File: config.mk
export PLATFORM = sky130hd
export DESIGN_NAME = dmem_responder
export DESIGN_NICKNAME = d
export VERILOG_FILES = /design/src/rtl/dmem_responder_pkg.sv /design/src/rtl/dmem_responder_rr.sv /design/src/rtl/dmem_responder.sv
export SDC_FILE = /design/constraint.sdc
export NUM_CORES = 2
export LEC_CHECK = 0
export CAP_MARGIN = 5
export CORE_ASPECT_RATIO = 0.9
export CORE_MARGIN = 4
export CORE_UTILIZATION = 60
export DETAILED_ROUTE_END_ITERATION = 6
export PLACE_DENSITY = 0.77
export SLEW_MARGIN = 20
export SYNTH_ARGS = -nofsm -noshare
export SYNTH_HDL_FRONTEND = slang
export SYNTH_SLANG_ARGS = --single-unit
File: constraint.sdc
create_clock -name main_clock -period 5.5 [get_ports main_clock]
set_input_delay 1.1 -clock main_clock [delete_from_list [all_inputs] [get_ports main_clock]]
set_output_delay 1.1 -clock main_clock [all_outputs]
set_load 0.005 [all_outputs]
File: src/rtl/dmem_responder_pkg.sv
// ---------------------------------------------------------------------------
// dmem_responder_pkg
// Shared definitions for the four-port data-memory responder.
//   DATA_W_DEF / ADDR_W_DEF : default word width and internal address width
//   NUM_PORTS               : number of requesting cores
//   state_t                 : responder FSM state (IDLE, ACCESS, RESP)
// ---------------------------------------------------------------------------
package dmem_responder_pkg;

    localparam int DATA_W_DEF = 16;
    localparam int ADDR_W_DEF = 8;
    localparam int NUM_PORTS  = 4;
    localparam int REQ_ADDR_W = 16;

    typedef enum logic [1:0] {
        IDLE   = 2'd0,
        ACCESS = 2'd1,
        RESP   = 2'd2
    } state_t;

endpackage

File: src/rtl/dmem_responder_rr.sv
// ---------------------------------------------------------------------------
// rr_arbiter4
// Four-way round-robin selector. The search starts at the port after the
// last granted one and wraps, so a port just served has lowest priority.
//   req       : request vector, bit i = port i
//   last      : index of the most recently granted port
//   grant     : one-hot grant (all zero when no request)
//   grant_idx : binary index of the granted port (0 when no request)
//   any       : at least one request present
// ---------------------------------------------------------------------------
module rr_arbiter4
    import dmem_responder_pkg::*;
(
    input  logic [NUM_PORTS-1:0] req,
    input  logic [1:0]           last,
    output logic [NUM_PORTS-1:0] grant,
    output logic [1:0]           grant_idx,
    output logic                 any
);

    logic [1:0] idx;

    always_comb begin
        grant_idx = 2'd0;
        any       = 1'b0;
        idx       = 2'd0;
        // Offsets 1..4 from last; the 2-bit truncation provides the wrap.
        for (int k = 1; k <= NUM_PORTS; k++) begin
            idx = 2'(int'(last) + k);
            if (!any && req[idx]) begin
                any       = 1'b1;
                grant_idx = idx;
            end
        end
        grant = any ? (4'b0001 << grant_idx) : 4'b0000;
    end

endmodule

File: src/rtl/dmem_responder.sv
// ---------------------------------------------------------------------------
// dmem_responder
// Single-ported word memory shared by four cores. One request is accepted
// at a time through a round-robin arbiter; the response follows exactly two
// cycles after acceptance (IDLE -> ACCESS -> RESP).
//
// Handshake: a core holds req_valid with its fields; in IDLE the granted
// core sees a one-cycle req_ready pulse, and its write/addr/data are latched
// on that same clock edge (the core may drop or change them afterwards).
// Two cycles later resp_valid pulses for one cycle on that core's bit with
// resp_data (read data, or the echoed write data). There is no backpressure
// on the response side.
//
// Ports:
//   main_clock, reset         : clock, synchronous active-high reset
//   req_valid/req_write [3:0] : per-core request and direction (1 = write)
//   req_addr0..3 [15:0]       : word address, low ADDR_W bits used
//   req_data0..3 [DATA_W-1:0] : write data
//   req_ready [3:0]           : one-hot accept pulse
//   resp_valid [3:0]          : one-hot response pulse
//   resp_data                 : response data, held until the next ACCESS
//   grant_id [1:0]            : port currently being serviced
//   busy                      : high in ACCESS and RESP
//   fsm_state                 : current FSM state (observability)
// ---------------------------------------------------------------------------
module dmem_responder
    import dmem_responder_pkg::*;
#(
    parameter int DATA_W = DATA_W_DEF,
    parameter int ADDR_W = ADDR_W_DEF
)
(
    input  logic                  main_clock,
    input  logic                  reset,
    input  logic [NUM_PORTS-1:0]  req_valid,
    input  logic [NUM_PORTS-1:0]  req_write,
    input  logic [REQ_ADDR_W-1:0] req_addr0,
    input  logic [REQ_ADDR_W-1:0] req_addr1,
    input  logic [REQ_ADDR_W-1:0] req_addr2,
    input  logic [REQ_ADDR_W-1:0] req_addr3,
    input  logic [DATA_W-1:0]     req_data0,
    input  logic [DATA_W-1:0]     req_data1,
    input  logic [DATA_W-1:0]     req_data2,
    input  logic [DATA_W-1:0]     req_data3,
    output logic [NUM_PORTS-1:0]  req_ready,
    output logic [NUM_PORTS-1:0]  resp_valid,
    output logic [DATA_W-1:0]     resp_data,
    output logic [1:0]            grant_id,
    output logic                  busy,
    output state_t                fsm_state
);

    localparam int DEPTH = 2 ** ADDR_W;

    state_t                 state;
    state_t                 state_next;
    logic [1:0]             last;
    logic                   accept;

    logic [NUM_PORTS-1:0]   arb_grant;
    logic [1:0]             arb_idx;
    logic                   arb_any;

    logic [REQ_ADDR_W-1:0]  sel_addr;
    logic [DATA_W-1:0]      sel_data;
    logic                   addr_hi_unused;

    logic                   lat_write;
    logic [ADDR_W-1:0]      lat_addr;
    logic [DATA_W-1:0]      lat_data;

    logic [DATA_W-1:0]      mem [DEPTH];

    rr_arbiter4 u_arb (
        .req       (req_valid),
        .last      (last),
        .grant     (arb_grant),
        .grant_idx (arb_idx),
        .any       (arb_any)
    );

    // Fields of the port the arbiter is choosing this cycle.
    always_comb begin
        sel_addr = req_addr0;
        sel_data = req_data0;
        case (arb_idx)
            2'd1: begin sel_addr = req_addr1; sel_data = req_data1; end
            2'd2: begin sel_addr = req_addr2; sel_data = req_data2; end
            2'd3: begin sel_addr = req_addr3; sel_data = req_data3; end
            default: ;
        endcase
    end

    // Upper address bits are deliberately dropped: addresses wrap mod DEPTH.
    assign addr_hi_unused = ^sel_addr[REQ_ADDR_W-1:ADDR_W];

    always_comb begin
        state_next = state;
        req_ready  = '0;
        resp_valid = '0;
        accept     = 1'b0;
        case (state)
            IDLE: begin
                if (arb_any) begin
                    state_next = ACCESS;
                    req_ready  = arb_grant;
                    accept     = 1'b1;
                end
            end
            ACCESS: state_next = RESP;
            RESP: begin
                state_next = IDLE;
                resp_valid = 4'b0001 << grant_id;
            end
            default: state_next = IDLE;
        endcase
        // Nothing is accepted or answered while reset is asserted.
        if (reset) begin
            req_ready  = '0;
            resp_valid = '0;
            accept     = 1'b0;
        end
    end

    always_ff @(posedge main_clock) begin
        if (reset) begin
            state     <= IDLE;
            last      <= 2'd3;
            grant_id  <= 2'd0;
            resp_data <= '0;
        end else begin
            state <= state_next;
            if (accept) begin
                last      <= arb_idx;
                grant_id  <= arb_idx;
                lat_write <= req_write[arb_idx];
                lat_addr  <= sel_addr[ADDR_W-1:0];
                lat_data  <= sel_data;
            end
            if (state == ACCESS) begin
                resp_data <= lat_write ? lat_data : mem[lat_addr];
            end
        end
    end

    // Storage is never cleared; a reset landing on ACCESS cancels the write.
    always_ff @(posedge main_clock) begin
        if (!reset && state == ACCESS && lat_write) begin
            mem[lat_addr] <= lat_data;
        end
    end

    assign busy      = (state != IDLE);
    assign fsm_state = state;

endmodule

==> metrics.txt <==
status=finished, violations left; violated checks=design-rule violations; clock share of power=between 30% and 40%; WL/cell=about 38 um; global-route wire length before repair=between 600000 and 700000 um; Slew headroom=between 10 and 15%; Final Setup Violations=0; synth cell count leaders=edfxtp_1 (4121), mux4_2 (1155), nor2_1 (285), a22oi_1 (263), clkbuf_1 (229); Die Area=between 200000 and 300000 um2; post-synthesis net count=slightly below 7000; total grt overflow=0; Lkg Pwr=55.7 nW; dpl hpwl=around 230000 um; slew of the pin with the lowest slew margin=1.29 ns; mapped cell area=approximately 160000 um2; height of the die=around 500 um; endpoints failing hold=0; ys flop type=edfxtp_1; core area=roughly 260000 um2; final cycle utilization of the critical path=~85%; Yosys top cell by area=edfxtp_1; Final Power=roughly 70 mW; Clock Path Buffers=4; RSZ-0062 raised after global routing=false; largest net degree at the start of global routing=between 200 and 250; postcts setup bufs=0; Max Cap Violations=0; CP max FO=11; TritonCTS clock tree=done; Post-synth EDFFs=between 4000 and 5000; max frequency=between 200 and 250 MHz; share of the synthesized area in the top cell type=between 70 and 80%; worst hold path type=reg -> reg; Initial DRC Count=between 10000 and 15000; Final Critical Period=4.65 ns; switching power share of the total=23.9%; CTS Buf Count=between 300 and 400; routability cong.=~0.91; CTS H-tree depth=5; First-pass DRT Iterations=7; Routed WL=between 400000 and 500000 um; I/O Buffers=between 100 and 150; Worst Setup Start Kind=input port; I/O Pins=between 150 and 200; synth warn=0; Yosys reg bits=between 4000 and 5000; hold-fix buffers at CTS=0; Setup Skew=around 0.068 ns; sequential group share of total power=51.2%; sequential area share after synthesis=between 70% and 80%; Gate power share=~11%; Psw=approximately 17 mW; CTS root buffer=clkbuf_16; TritonCTS Sinks=around 4100; Post-DRT Antenna Nets=0; mean number of vias per cell=just over 7; Post-synth ARST share=0%; layout cells sized above 1=around 29%; Worst-path clk slew=about 0.060 ns; synth top area cells=edfxtp_1 (78%), mux4_2 (16%), a22oi_1 (1.2%), nor2_1 (0.68%), clkbuf_1 (0.54%); Yosys cell types=51; pwr/cell area=around 400 nW/um2; number of global-route vias before repair=between 80000 and 90000; initial core utilization=around 60%; residual DRC count=2; fin nets=7565; synthesized area per cell=around 23 um2; gr usage total=31.7%; internal power=~53 mW; crit path kind=in -> out; post-CTS resize count=0; Peak VDD IR=between 0.2 and 0.3 mV; Syn-to-layout area delta=13.3%; Crit. End Element=output pin; setup TNS=0 ns; critical path data required time=approximately 4.4 ns; initial antenna violation count=31; cell row count=178; count leader, synth=edfxtp_1; Critical Path AT=about 3.6 ns; Worst-Skew Late Latency=between 0.9 and 1 ns; max-slew violations=0; vias=approximately 80000; Gate Count Post-Synth=6783; Die Wd=about 550 um
## routing by layer
layer  part of all wire, %  vias to the layer above  global-route usage, %
li1                      -                    30435                      -
met1                    33                    41347                   43.1
met2                    48                     6683                   49.3
met3                    14                     1147                   8.47
met4                   5.4                       24                   14.0
met5                 0.037                        -                      0
## cell families after synthesis
logic type / share of synthesized area [%]
buf+inv: 1.20
mux: 16.6
compound gates: 2.47
simple gates: 1.28
flops: 78.4
## final timing paths
| check | slack [ns] | start | depth (start not counted) | to |
|---|---|---|---|---|
| setup / recovery | 0.85 | req_valid[1] | 7 | req_ready[2] |
| hold / removal | 0.53 | grant_id[1]$_SDFFE_PP0P_ | 2 | grant_id[1]$_SDFFE_PP0P_ |
| setup reg to reg | 1.07 | lat_addr[5]$_DFFE_PP_ | 9 | resp_data[4]$_SDFFE_PP0N_ |
| hold reg to reg | 0.53 | grant_id[1]$_SDFFE_PP0P_ | 2 | grant_id[1]$_SDFFE_PP0P_ |
## flip-flops by register name, indices dropped and copies added (netlist names)
register   count
fsm_state      2
grant_id       2
last           2
lat_addr       8
lat_data      16
lat_write      1
mem         4096
resp_data     16
## cell type report
| type | instances | area (um2) |
|---|---|---|
| flip-flops and latches | 4143 | 124000 |
| fillers | 14803 | 82500 |
| multi-input cells | 2228 | 32400 |
| clock buffers | 467 | 10100 |
| repair buffers | 666 | 6150 |
| well taps | 3510 | 4390 |
| clock inverters | 226 | 2150 |
| diodes | 9 | 22.5 |
| inverters | 4 | 15.0 |
## stage by stage
stage          setup slack, ns  hold slack (ns)  std cells  instance area (um2)  utilization, %
2_1_floorplan            0.511            0.458       6783               158000               -
3_3_place_gp             0.703            0.512      10546               167000            63.8
4_1_cts                  0.889            0.530      11242               179000            68.5
6_report                 0.847            0.526      11253               179000            68.5
3_5_place_dp             0.894            0.512      10549               167000            63.8
5_1_grt                  0.764            0.555      11245               179000            68.5
## cell usage in the layout (no fill, tap or decap), drive strengths merged, types with 16 or more instances in the layout
cell type,instances
mux4,1155
nor2,285
a31oi,29
dfxtp,22
nand2,109
mux2i,22
edfxtp,4121
clkinv,172
bufinv,36
a32oi,16
a211oi,28
clkbuf,467
a22oi,263
and2,27
o41ai,32
buf,532
clkdlybuf4s50,134
a21oi,142
## worst max-delay path, stage by stage
cell and delay [ns]:
clkdlybuf4s50_1 0.61, nor4_1 0.15, or2_2 0.37, nor2_2 0.46
nand2_1 0.17, nor2_1 0.15, clkdlybuf4s50_1 0.53
## power groups by stage
| stage | Sequential, mW | Clock [mW] | Combinational (mW) |
|---|---|---|---|
| floorplan | 37.0 | 0 | 3.82 |
| global placement | 36.3 | 0 | 7.10 |
| detailed placement | 36.3 | 0 | 7.32 |
| CTS | 35.7 | 26.6 | 7.48 |
| global route | 35.6 | 28.0 | 7.88 |
| finish | 35.7 | 26.4 | 7.65 |
Power figures use the tool's default switching activity.
